## config.mk

```make
export PLATFORM = sky130hd
export DESIGN_NAME = gb_cpu_idu_bank
export DESIGN_NICKNAME = d
export VERILOG_FILES = /design/src/rtl/gb_cpu_idu_bank.sv
export SDC_FILE = /design/constraint.sdc
export NUM_CORES = 1
export LEC_CHECK = 0
export ABC_CLOCK_PERIOD_IN_PS = 3300
export BUFFER_PORTS_ARGS = -buffer_cell sky130_fd_sc_hd__buf_2
export CORE_MARGIN = 2
export CORE_UTILIZATION = 40
export DETAILED_ROUTE_END_ITERATION = 8
export PLACE_DENSITY = 0.61
export SLEW_MARGIN = 20
export SYNTH_ARGS = -nofsm -noshare
export SYNTH_HDL_FRONTEND = slang
export SYNTH_SLANG_ARGS = --single-unit
```

## constraint.sdc

```tcl
create_clock -name clk -period 3.3 [get_ports clk]
set_clock_uncertainty 0.05 [all_clocks]
set_input_delay 0.33 -clock clk [delete_from_list [all_inputs] [get_ports clk]]
set_output_delay 0.33 -clock clk [all_outputs]
set_load 0.02 [all_outputs]
```

## src/rtl/gb_cpu_idu_bank.sv

```systemverilog
// -----------------------------------------------------------------------------
// gb_cpu_idu_bank
// Multi-channel registered increment/decrement unit. It holds NUM_CH pointer
// registers (PC, SP, HL, DMA source, ...). Each accepted request applies
// NOP/INC/DEC/LOAD to one channel. The pre-op and post-op values come back
// through a one-deep valid/ready response stage.
//
// Optional feature macro: GB_CPU_IDU_SATURATE_EN
//   When defined, INC at all-ones and DEC at zero saturate instead of
//   wrapping. rsp_wrap still flags the attempted overflow or underflow.
//
// Ports:
//   clk, rst_n           clock (rising edge), asynchronous active-low reset
//   req_valid/req_ready  request handshake
//   req_ch               target channel
//   req_op               00 NOP, 01 INC, 10 DEC, 11 LOAD
//   req_data             load value, used only for LOAD
//   rsp_valid/rsp_ready  response handshake
//   rsp_ch               channel of the response
//   rsp_pre/rsp_post     channel value before and after the op
//   rsp_wrap             INC from all-ones or DEC from zero
//   rsp_err              request named a channel >= NUM_CH
//   rd_ch/rd_data        combinational read of a committed channel value
// -----------------------------------------------------------------------------
module gb_cpu_idu_bank #(
  parameter int               WIDTH     = 16,
  parameter int               NUM_CH    = 4,
  parameter logic [WIDTH-1:0] RESET_VAL = {WIDTH{1'b0}},
  parameter int               CH_W      = (NUM_CH > 1) ? $clog2(NUM_CH) : 1
) (
  input  logic              clk,
  input  logic              rst_n,
  input  logic              req_valid,
  output logic              req_ready,
  input  logic [CH_W-1:0]   req_ch,
  input  logic [1:0]        req_op,
  input  logic [WIDTH-1:0]  req_data,
  output logic              rsp_valid,
  input  logic              rsp_ready,
  output logic [CH_W-1:0]   rsp_ch,
  output logic [WIDTH-1:0]  rsp_pre,
  output logic [WIDTH-1:0]  rsp_post,
  output logic              rsp_wrap,
  output logic              rsp_err,
  input  logic [CH_W-1:0]   rd_ch,
  output logic [WIDTH-1:0]  rd_data
);

  localparam logic [1:0] OP_NOP  = 2'b00;
  localparam logic [1:0] OP_INC  = 2'b01;
  localparam logic [1:0] OP_DEC  = 2'b10;
  localparam logic [1:0] OP_LOAD = 2'b11;

  localparam logic [WIDTH-1:0] ZERO     = {WIDTH{1'b0}};
  localparam logic [WIDTH-1:0] ALL_ONES = {WIDTH{1'b1}};
  localparam logic [WIDTH-1:0] ONE      = {{(WIDTH-1){1'b0}}, 1'b1};

  // One extra bit so that NUM_CH itself is representable when it is a power of two.
  localparam logic [CH_W:0]    NUM_CH_EXT = (CH_W+1)'(NUM_CH);

`ifdef GB_CPU_IDU_SATURATE_EN
  localparam bit SAT = 1'b1;
`else
  localparam bit SAT = 1'b0;
`endif

  logic [WIDTH-1:0] ch_r [NUM_CH];

  logic             rsp_valid_r;
  logic [CH_W-1:0]  rsp_ch_r;
  logic [WIDTH-1:0] rsp_pre_r;
  logic [WIDTH-1:0] rsp_post_r;
  logic             rsp_wrap_r;
  logic             rsp_err_r;

  logic             ch_ok_s;
  logic             accept_s;
  logic [WIDTH-1:0] pre_s;
  logic [WIDTH-1:0] arith_post_s;
  logic             arith_wrap_s;
  logic [WIDTH-1:0] post_s;
  logic             wrap_s;

  // The response slot frees up when it is empty or drained this cycle. This term never looks at req_valid.
  assign req_ready = !rsp_valid_r || rsp_ready;
  assign accept_s  = req_valid && req_ready;

  // Read the selected channel and compute the op result. Out-of-range channels read as zero.
  always_comb begin
    ch_ok_s      = ({1'b0, req_ch} < NUM_CH_EXT);
    pre_s        = ZERO;
    for (int i = 0; i < NUM_CH; i++) begin
      pre_s = (req_ch == CH_W'(i)) ? ch_r[i] : pre_s;
    end
    arith_post_s = pre_s;
    arith_wrap_s = 1'b0;
    case (req_op)
      OP_NOP: begin
        arith_post_s = pre_s;
        arith_wrap_s = 1'b0;
      end
      OP_INC: begin
        arith_wrap_s = (pre_s == ALL_ONES);
        arith_post_s = (arith_wrap_s && SAT) ? pre_s : (pre_s + ONE);
      end
      OP_DEC: begin
        arith_wrap_s = (pre_s == ZERO);
        arith_post_s = (arith_wrap_s && SAT) ? pre_s : (pre_s - ONE);
      end
      OP_LOAD: begin
        arith_post_s = req_data;
        arith_wrap_s = 1'b0;
      end
      default: begin
        arith_post_s = pre_s;
        arith_wrap_s = 1'b0;
      end
    endcase
    post_s = ch_ok_s ? arith_post_s : ZERO;
    wrap_s = ch_ok_s ? arith_wrap_s : 1'b0;
  end

  // Channel registers commit on the accept edge, so the next request already sees the new value.
  always_ff @(posedge clk or negedge rst_n) begin
    if (!rst_n) begin
      for (int i = 0; i < NUM_CH; i++) begin
        ch_r[i] <= RESET_VAL;
      end
    end else begin
      for (int i = 0; i < NUM_CH; i++) begin
        if (accept_s && ch_ok_s && (req_ch == CH_W'(i))) begin
          ch_r[i] <= post_s;
        end
      end
    end
  end

  // One-deep response stage. It holds while stalled and empties when drained with no new accept.
  always_ff @(posedge clk or negedge rst_n) begin
    if (!rst_n) begin
      rsp_valid_r <= 1'b0;
      rsp_ch_r    <= {CH_W{1'b0}};
      rsp_pre_r   <= ZERO;
      rsp_post_r  <= ZERO;
      rsp_wrap_r  <= 1'b0;
      rsp_err_r   <= 1'b0;
    end else if (accept_s) begin
      rsp_valid_r <= 1'b1;
      rsp_ch_r    <= req_ch;
      rsp_pre_r   <= pre_s;
      rsp_post_r  <= post_s;
      rsp_wrap_r  <= wrap_s;
      rsp_err_r   <= !ch_ok_s;
    end else if (rsp_ready) begin
      rsp_valid_r <= 1'b0;
    end
  end

  // Combinational read port of the committed channel values. Out-of-range selects read as zero.
  always_comb begin
    rd_data = ZERO;
    for (int i = 0; i < NUM_CH; i++) begin
      rd_data = (rd_ch == CH_W'(i)) ? ch_r[i] : rd_data;
    end
  end

  assign rsp_valid = rsp_valid_r;
  assign rsp_ch    = rsp_ch_r;
  assign rsp_pre   = rsp_pre_r;
  assign rsp_post  = rsp_post_r;
  assign rsp_wrap  = rsp_wrap_r;
  assign rsp_err   = rsp_err_r;

endmodule

```

==> results.json <==
{
  "status": "finished, final reports clean",
  "finalCriticalPeriod_ns": 3.03,
  "via_count": 5011,
  "cts_tree": "done",
  "reg2reg_from": "ch_r[2]",
  "power.density_mw_per_mm2": 838,
  "io_pins": 80,
  "min_path_type": "primary input to flip-flop",
  "antenna_found_initial": 0,
  "critPathLaunch": "ch_r[2]",
  "synth_edf_count": 0,
  "clk_latency_ns": 0.36,
  "post-route-period-util": 0.917,
  "r2r_slack_ns": 0.27,
  "n_antenna_cell": 0,
  "cts_root_buf": "clkbuf_16",
  "dpl_worst_slack_ns": 0.0188,
  "crit_chain": "mux4_2 -> ha_1 -> a21oi_1 -> o221ai_1 -> o311ai_0 -> buf_4 -> mux2i_1 -> nand2_1 -> mux2_2",
  "slew-limit-headroom": 0.519,
  "avgSynthCellArea_sq_um": 10.5,
  "nNetsFinal": 715,
  "core_sq_mm": 0.0145,
  "crit_slowest_cell": "mux4_2",
  "cts_resized": 0,
  "synth-async-reset-ratio": 1.00,
  "yosys.cell_types.count": 55,
  "drcViolationCount": 0,
  "crit_fanout": 5,
  "finalSetupTns_ns": 0,
  "postLayoutCellArea_sq_mm": 0.00707,
  "grt_overflow": 0,
  "ys_ff_latch": 100,
  "clkTransAtPathRegs_ns": 0.08,
  "std_cell_rows": 44,
  "endpoint_kind": "flip-flop",
  "yosysSeqAreaShare": 0.424,
  "dieArea_sq_mm": 0.0158,
  "cts_buffers": 9,
  "crit_buf_inv": 1,
  "clock_sink_count": 100,
  "cp.arrival_ns": 3.21,
  "cpPeakStageDelay_ns": 0.50,
  "hold_viol": 0,
  "min_from": "req_valid",
  "gp_congestion": 0.988,
  "rsz0062_at_grt": "false",
  "dr.pass1.iters": 7,
  "drt-initial-drc-count": 593,
  "p_leak_nw": 3.28,
  "critPathLaunchType": "flip-flop",
  "hpwl_um": 12400,
  "n_fill_cell": 1348,
  "start_util": 0.408,
  "port_buffers": 78,
  "worst_pin_slew_ns": 0.714,
  "fin_ws_ns": 0.273,
  "multi_input_area_sq_mm": 0.00320,
  "holdWs_ns": 0.138,
  "grt_usage": 0.221,
  "post-route-util": 0.488,
  "synth_ff_type": "dfrtp_1",
  "regArea_sq_mm": 0.00250,
  "yosysWarnings": 0,
  "grt_max_degree": 43,
  "place_area_sq_mm": 0.00677,
  "synth_fp_nets": 610,
  "syn_area_sq_mm": 0.00591,
  "fmax_ghz": 0.330,
  "finalWirelength_um": 16900,
  "slew_violations": 0,
  "avgRoutedWirePerCell_um": 19.7,
  "htreeDepth": 3,
  "areaGrowthSynthToFinish_pct": 19.7,
  "setup_viol_count_final": 0,
  "worst_path_dominant_cell_family": "multiplexers",
  "cts.path.max_buffers": 2,
  "syn_inst": 565,
  "ir_worst_vdd_v": 0.000405,
  "cap_violations": 0,
  "cp.required_ns": 3.49,
  "drive_above_1_share": 0.329,
  "die_y_um": 126,
  "route.antenna.remaining_nets": 0,
  "first_global_vias": 4979,
  "crit_type": "flip-flop to flip-flop",
  "avgViaCountPerCell": 5.83,
  "grt_pass1_wl_um": 27300,
  "die_w_um": 126
}
-- sequential cells by signal, indices dropped and copies added, names as in the netlist --
name and flops:
rsp_pre 16, rsp_post 16, ch_r 64, rsp_ch 2, rsp_valid 1, rsp_wrap 1
-- synth_stat cells (2+ instances only) --
master	n	share of area
mux4_1	4	0.018
o31ai_1	6	0.0076
a21oi_1	29	0.025
o22ai_1	4	0.0042
dfrtp_1	100	0.42
mux4_2	27	0.10
a21o_1	4	0.0051
ha_1	18	0.038
nor2_1	37	0.024
nand2b_1	3	0.0032
xnor2_1	6	0.0089
buf_2	10	0.0085
nand2_1	106	0.067
inv_1	10	0.0064
a211o_1	2	0.0030
and2_1	3	0.0032
clkbuf_1	21	0.013
o211ai_1	4	0.0051
nand4_1	7	0.0074
nor4_1	7	0.0074
a22oi_1	2	0.0025
a221oi_1	5	0.0074
nor3_1	6	0.0051
nand3_1	8	0.0068
o21ai_0	23	0.019
and3_1	4	0.0042
a31oi_1	17	0.018
mux2i_1	7	0.012
a2bb2oi_1	2	0.0030
buf_4	2	0.0025
a41oi_1	8	0.012
a211oi_1	2	0.0025
mux2_2	47	0.090
buf_1	3	0.0019
-- layout make-up --
type | instances | area share
timing repair buffer | 131 | 0.114
inverter | 11 | 0.00584
multi-input combinational | 417 | 0.453
clock inverter | 5 | 0.00620
sequential | 100 | 0.354
clock buffer | 11 | 0.0343
tap | 184 | 0.0326
-- layer usage --
| metal | GRT usage | part of all wire | vias to the layer above |
|---|---|---|---|
| met5 | 0 | 0 | - |
| met4 | 0.0843 | 0.024 | 0 |
| met3 | 0.0321 | 0.072 | 20 |
| met2 | 0.340 | 0.46 | 196 |
| met1 | 0.318 | 0.44 | 2487 |
| li1 | - | - | 2308 |
-- cells by family (layout without fill, tap and decap cells) --
group	count (synthesis)	count (layout)	synth area share
and+or+nand+nor	186	186	0.135
AOI/OAI and AO/OA	118	118	0.130
DFF	100	100	0.424
muxes	86	86	0.225
buffers and inverters	48	158	0.0352
adders and majority gates	19	19	0.0415
xor gates and xnor gates	7	7	0.0104
other	1	1	0.000635
-- where the power goes --
part           leakage [nW]  internal (mW)  switching, mW
Sequential             1.22           1.71          0.327
Clock                 0.141          0.544          0.489
Combinational          1.92           1.27           1.58
-- cell usage in the layout (no fill, tap or decap), drive strengths merged, types with 5 or more instances in the layout --
cell type,instances
mux2i,8
nor4,7
buf,130
o31ai,6
mux4,31
nor3,6
a31oi,17
nand3,8
clkbuf,11
inv,13
nand2,106
nand4,7
ha,18
dfrtp,100
mux2,47
xnor2,6
a41oi,8
a221oi,5
nor2,37
a21oi,29
o21ai,23
-- through the flow --
| step | power, mW | cells |
|---|---|---|
| 6_report | 5.92 | 859 |
| 5_1_grt | 6.31 | 859 |
| 4_1_cts | 5.94 | 859 |
| 3_5_place_dp | 4.88 | 842 |
| 3_3_place_gp | 4.80 | 842 |
| 2_1_floorplan | 3.86 | 565 |
-- repair_timing --
action / CTS / global route
buffers inserted: 0 / 0
hold buffers: 1 / 0
hold endpoints to repair: 40 / 0
setup endpoints to repair: 0 / 0
-- path summary, 6_finish.rpt --
check                        endpoint  cells after the start
max                          ch_r[27]                      9
min reg2reg                rsp_pre[8]                      2
min in group asynchronous    ch_r[25]                      2
max reg2reg                  ch_r[27]                      9
min                         rsp_valid                      2
max in group asynchronous    ch_r[50]                      3
No activity file was read; power rests on OpenSTA's default activity.
